<file path="src/rtl/rotate_pkg.sv">
// Shared types for the rotate register and its sequencing controller,
// plus reference rotate functions used by the testbench model.
package rotate_pkg;

   typedef enum logic [1:0] {
      CMD_HOLD = 2'b00,
      CMD_LOAD = 2'b01,
      CMD_ROR  = 2'b10,
      CMD_ROL  = 2'b11
   } cmd_t;

   typedef enum logic [2:0] {
      IDLE,
      LOAD,
      SHIFT,
      DONE,
      RESP
   } state_t;

   // Rotate the low n bits of v right by amt positions (bit i takes bit i+1).
   function automatic logic [31:0] ror_n(input logic [31:0] v,
                                         input int unsigned n,
                                         input int unsigned amt);
      logic [31:0] cur;
      logic [31:0] nxt;
      cur = v;
      for (int unsigned k = 0; k < amt; k++) begin
         nxt = '0;
         for (int unsigned i = 0; i < n; i++)
            nxt[i] = cur[(i + 1) % n];
         cur = nxt;
      end
      return cur;
   endfunction

   // Rotate the low n bits of v left by amt positions (bit i takes bit i-1).
   function automatic logic [31:0] rol_n(input logic [31:0] v,
                                         input int unsigned n,
                                         input int unsigned amt);
      logic [31:0] cur;
      logic [31:0] nxt;
      cur = v;
      for (int unsigned k = 0; k < amt; k++) begin
         nxt = '0;
         for (int unsigned i = 0; i < n; i++)
            nxt[i] = cur[(i + n - 1) % n];
         cur = nxt;
      end
      return cur;
   endfunction

endpackage

</file>
<file path="src/rtl/rotate_seq_ctrl.sv">
// Sequencer for the rotate register: accepts one request per handshake,
// loads the value, issues count rotate steps, captures q and returns it.
// All outputs decode from registered state only.
module rotate_seq_ctrl
   import rotate_pkg::*;
#(
   parameter int unsigned N  = 4,
   parameter int unsigned CW = $clog2(N) + 1
) (
   input  logic          clock,
   input  logic          reset_n,
   input  logic          req_valid,
   output logic          req_ready,
   input  logic [N-1:0]  req_data,
   input  logic          req_dir,
   input  logic [CW-1:0] req_count,
   output cmd_t          cmd,
   output logic [N-1:0]  p,
   input  logic [N-1:0]  q_in,
   output logic          rsp_valid,
   input  logic          rsp_ready,
   output logic [N-1:0]  rsp_data
);

   state_t        state;
   state_t        state_nx;
   logic [N-1:0]  data_q;
   logic          dir_q;
   logic [CW-1:0] remaining;

   // State register, request latches, rotate counter and response capture.
   // The count is latched straight into the counter at accept, so LOAD can
   // test it for zero without a separate count register.
   always_ff @(posedge clock or negedge reset_n) begin
      if (!reset_n) begin
         state     <= IDLE;
         data_q    <= '0;
         dir_q     <= 1'b0;
         remaining <= '0;
         rsp_data  <= '0;
      end else begin
         state <= state_nx;
         case (state)
            IDLE: begin
               if (req_valid) begin
                  data_q    <= req_data;
                  dir_q     <= req_dir;
                  remaining <= req_count;
               end
            end
            SHIFT:   remaining <= remaining - CW'(1);
            DONE:    rsp_data  <= q_in;
            default: ;
         endcase
      end
   end

   // Next-state selection and output decode from the current state.
   always_comb begin
      state_nx  = state;
      cmd       = CMD_HOLD;
      req_ready = 1'b0;
      rsp_valid = 1'b0;
      p         = data_q;
      case (state)
         IDLE: begin
            req_ready = 1'b1;
            if (req_valid) state_nx = LOAD;
         end
         LOAD: begin
            cmd      = CMD_LOAD;
            state_nx = (remaining == '0) ? DONE : SHIFT;
         end
         SHIFT: begin
            cmd = dir_q ? CMD_ROL : CMD_ROR;
            if (remaining == CW'(1)) state_nx = DONE;
         end
         DONE: state_nx = RESP;
         RESP: begin
            rsp_valid = 1'b1;
            if (rsp_ready) state_nx = IDLE;
         end
         default: state_nx = IDLE;
      endcase
   end

endmodule

</file>
<file path="config.mk">
export PLATFORM = sky130hd
export DESIGN_NAME = rotate_seq_ctrl
export DESIGN_NICKNAME = d
export VERILOG_FILES = /design/src/rtl/rotate_pkg.sv /design/src/rtl/rotate_seq_ctrl.sv
export SDC_FILE = /design/constraint.sdc
export NUM_CORES = 1
export LEC_CHECK = 0
export BUFFER_PORTS_ARGS = -buffer_cell sky130_fd_sc_hd__buf_2
export CAP_MARGIN = 10
export CORE_MARGIN = 10
export CORE_UTILIZATION = 50
export DETAILED_ROUTE_END_ITERATION = 16
export PLACE_DENSITY = 0.85
export SYNTH_ARGS = -nofsm -noshare
export SYNTH_HDL_FRONTEND = slang
export SYNTH_SLANG_ARGS = --single-unit
export TNS_END_PERCENT = 5
</file>
<file path="constraint.sdc">
create_clock -name clock -period 4.2 [get_ports clock]
set_input_delay 0.84 -clock clock [delete_from_list [all_inputs] [get_ports clock]]
set_output_delay 0.84 -clock clock [all_outputs]
set_load 0.05 [all_outputs]
</file>
; After elaboration in Yosys (flattened, before gate mapping)
; Cells that the tools add are included.
; Widths: inputs -> output; s select.
[word_totals]
register_bits = 15
latch_bits = 0
ram_bits = 0
romBits = 0
in_bits = 16
output_inout_bits = 12
word_cells = 31
memories = 0
[classes]
add_sub_neg = 1
mul = 0
div = 0
n_lt_le_gt_ge = 0
n_eq_ne = 8
shifts = 0
mux = 11
n_bitwise = 0
reduce_logical = 6
[ops]
columns = op, count
row1 = $pmux 3 s5, 1
row2 = $mux 3, 4
row3 = $eq 3x1->1 const B, 2
row4 = $eq 3x2->1 const B, 2
row5 = $logic_not 3->1, 2
row6 = $ne 2x2->1 const B, 3
row7 = $pmux 3 s2, 1
row8 = $mux 1, 4
row9 = $pmux 2 s2, 1
row10 = $reduce_and 2->1, 2
row11 = $eq 3x3->1 const B, 1
row12 = $reduce_and 3->1, 1
row13 = $sub 3x1->3 const B, 1
row14 = $reduce_bool 2->1, 1

; Depth between registers and ports, before layout
[logic_depth]
depth_word = 3
ltp_mapped = 5
mapped_depth_nobuf = 4

; Worst setup path after synthesis
; OpenSTA, ideal clock, no wires.
[synth_timing]
path_kind = register to output
startpoint = register state[1]
endpoint = output port req_ready
t_arrival_ns = 1.582
required_ns = 3.360
slack_ns = 1.778
stages_incl_launch_ff = 3
n_path_buf = 1
path_cell_list = dfrtp_1 -> buf_6 -> nor3_1
[synth_between]
elab_chain_len = 2
[synth_rtl]
columns = element, line
row1 = from (decl), rotate_seq_ctrl.sv:25  ; state_t state;
row2 = from (signal assigned), rotate_seq_ctrl.sv:42  ; state <= state_nx;
row3 = $logic_not 3->1, rotate_seq_ctrl.sv:65  ; case (state)
row4 = $mux 1, rotate_seq_ctrl.sv:65
row5 = to (decl), rotate_seq_ctrl.sv:13  ; output logic req_ready,
; Every way passes these cells.

; Worst setup path in the final report
[layout_timing]
startpoint = register state[1]
endpoint = output port cmd[1]
[layout_between]
elab_chain_len = 2
elab_cells_between_ends = 3
classes_between = eq/ne (2) / mux (1)
[layout_rtl]
columns = element, line
row1 = $eq 3x2->1 or $eq 3x1->1 (tied branches), rotate_seq_ctrl.sv:65
row2 = $pmux 2 s2 (*), rotate_seq_ctrl.sv:65
row3 = to (decl), rotate_seq_ctrl.sv:17  ; output cmd_t cmd,
; Mark *: on every way between the ends. The rest lies on a longest branch, timed or not.

==> impl_metrics.sql <==
INSERT INTO impl_metrics (metric_group, metric, value, unit) VALUES
('run_status', 'status', 'finished, final reports clean', ''),
('grt', 'grt_first_pass_wirelength', '2640', 'um'),
('setup_path', 'slowest_delay', '0.55', 'ns'),
('synthesis', 'synth.net_count', '80', ''),
('grt', 'grt.met3_usage', '3.65', '%'),
('clock_tree', 'htree_num_levels', '1', ''),
('grt', 'groute.layer.met2.usage', '16.1', '%'),
('route', 'detail_route.wirelength', '1600', 'um'),
('synthesis', 'muxShareOfSynthArea', '13.4', '%'),
('floorplan', 'die_area', '3470', 'um^2'),
('hold_path', 'hold_path_class', 'in2async', ''),
('grt', 'track_usage', '9.55', '%'),
('synthesis', 'synthSimpleGateAreaFrac', '14.9', '%'),
('synthesis', 'synth_area_per_cell', '12.4', 'um^2'),
('synthesis', 'yosys_warnings', '0', ''),
('layout', 'area_delta_synth_final', '18.7', '%'),
('floorplan', 'initial_core_util', '55.4', '%'),
('synthesis', 'synth.most_common_cell', 'dfrtp_1', ''),
('synthesis', 'yosys.area_share.adder', '4.96', '%'),
('synthesis', 'ys_seq_elements', '15', ''),
('grt', 'initial_antenna_violation_count', '0', ''),
('floorplan', 'core.rowCount', '13', ''),
('synthesis', 'synth_area_in_compound_gates', '9.09', '%'),
('grt', 'first_global_vias', '594', ''),
('setup_path', 'cp_max_fo', '9', ''),
('timing', 'tightest_slew', '0.624', 'ns'),
('place', 'place_congestion', '0.708', ''),
('synthesis', 'synth_top_cells_by_count', 'dfrtp_1, mux2_2, inv_1', ''),
('layout', 'multi_input_area', '320', 'um^2'),
('floorplan', 'dieHeight', '58.9', 'um'),
('synthesis', 'ys_async_sr_fraction', '100', '%'),
('grt', 'global_route.peak_usage_layer', 'met2', ''),
('synthesis', 'synth-seq-area-share', '49.6', '%'),
('layout', 'layout-drive-gt1-share', '47.7', '%'),
('place', 'io_buffer_count', '27', ''),
('timing', 'skew', '0.00257', 'ns'),
('clock_tree', 'worst_skew_pair.late_latency', '0.27', 'ns'),
('place', 'hpwl', '1260', 'um'),
('timing', 'rsz0062_at_grt', 'false', ''),
('clock_tree', 'clockBufferDepth', '2', ''),
('route', 'detailedRoute.firstIterationViolations', '8', ''),
('timing', 'timing.max_slew.rel_slack', '58.2', '%'),
('setup_path', 'timing.critical_path.buf_inv', '1', ''),
('timing', 'tns', '0', 'ns'),
('timing', 'max_freq', '419', 'MHz'),
('setup_path', 'worstSetupStartpointType', 'register', ''),
('route', 'detail_route.drc_violations', '0', ''),
('synthesis', 'number_of_enable_flip_flop_cells_after_synthesis', '0', ''),
('timing', 'finalCritPeriodShare', '56.8', '%'),
('layout', 'seqCellArea', '375', 'um^2'),
('clock_tree', 'cts_tree', 'yes', ''),
('layout', 'filler_cell_count', '123', ''),
('setup_path', 'crit_slowest_cell', 'dfrtp_1', ''),
('flow_run', 'drv_cap', '0', ''),
('grt', 'grt.met1_usage', '11.2', '%'),
('synthesis', 'synthTopCellsByArea', 'dfrtp_1, mux2_2, ha_1', ''),
('timing', 'fin_ws', '1.82', 'ns'),
('timing', 'finalMaxSlewViolations', '0', ''),
('route', 'routed_via_density', '5.15', ''),
('synthesis', 'synth_cell_types', '21', ''),
('synthesis', 'ys_dominant_reg_cell', 'dfrtp_1', ''),
('setup_path', 'worstPathArrival', '1.54', 'ns'),
('floorplan', 'io_pins', '28', ''),
('clock_tree', 'postcts_setup_bufs', '0', ''),
('route', 'first_drt_pass_iteration_count', '4', ''),
('clock_tree', 'numCtsBuffers', '3', ''),
('grt', 'grt.overflow.total', '0', ''),
('clock_tree', 'postCtsResizedCells', '0', ''),
('setup_path', 'critical-path-top-delay-family', 'flip-flops', ''),
('setup_path', 'path_cells', 'nor3b_4 -> buf_2', ''),
('place', 'placed_area', '872', 'um^2');
[placed cells by master, fill, tap and decap left out]
cell type  count
buf_2         27
dfrtp_1       15
mux2_2         9
inv_1          6
nor3_1         3
a21oi_1        3
ha_1           3
clkbuf_4       3
nand3b_1       2
nand2_1        2
a211oi_1       2
nor2b_1        2
nand3_1        2
nor3b_4        1
nor2_1         1
nor4b_4        1
a311oi_2       1
a221o_1        1
o21ai_0        1
nand2b_1       1
a221oi_1       1
clkbuf_1       1
[stage by stage]
step | std cells | hold WS, ns | utilization, %
5_1_grt | 103 | 0.460 | 65.8
6_report | 103 | 0.448 | 65.8
4_1_cts | 103 | 0.459 | 65.8
2_1_floorplan | 61 | 0.478 | -
3_3_place_gp | 99 | 0.482 | 63.8
3_5_place_dp | 99 | 0.490 | 63.8
[routing by layer]
layer / wire, um / share of wire [%]
met1: 649 / 41
met2: 851 / 53
met3: 97 / 6.1
met4: 0 / 0
met5: 0 / 0
[state kept, by name (all words and copies together) (netlist names)]
register and count:
dir_q 1, p 4, remaining 3, rsp_data 4, state 3
[final cells by class]
| class | count | share of cell area (%) |
|---|---|---|
| clock buffers | 4 | 2.92 |
| flip-flops and latches | 15 | 41.8 |
| repair buffers | 27 | 15.0 |
| inverters | 6 | 2.51 |
| well taps | 15 | 2.09 |
| multi-input cells | 36 | 35.7 |
[kinds of logic after synthesis]
group                    after synthesis
multiplexers                           9
buffers and inverters                 10
adder cells (fa/ha/maj)                3
AO/OA/AOI/OAI                          9
flip-flops                            15
AND/OR/NAND/NOR                       15
[final timing paths]
path,from,endpoint,slack (ns),depth (start not counted)
min in group clock,rsp_data[1],rsp_data[1],0.51,1
worst min register to register,rsp_data[1],rsp_data[1],0.51,1
worst max-delay path,state[1],cmd[1],1.82,2
max in group asynchronous,reset_n,p[3],3.50,1
worst min-delay path,reset_n,p[2],0.45,1
worst max register to register,state[0],p[0],2.53,2
Power is left out: the tool's default activity adds up to more than one toggle a clock period on the data nets, which glitch-free logic cannot reach.
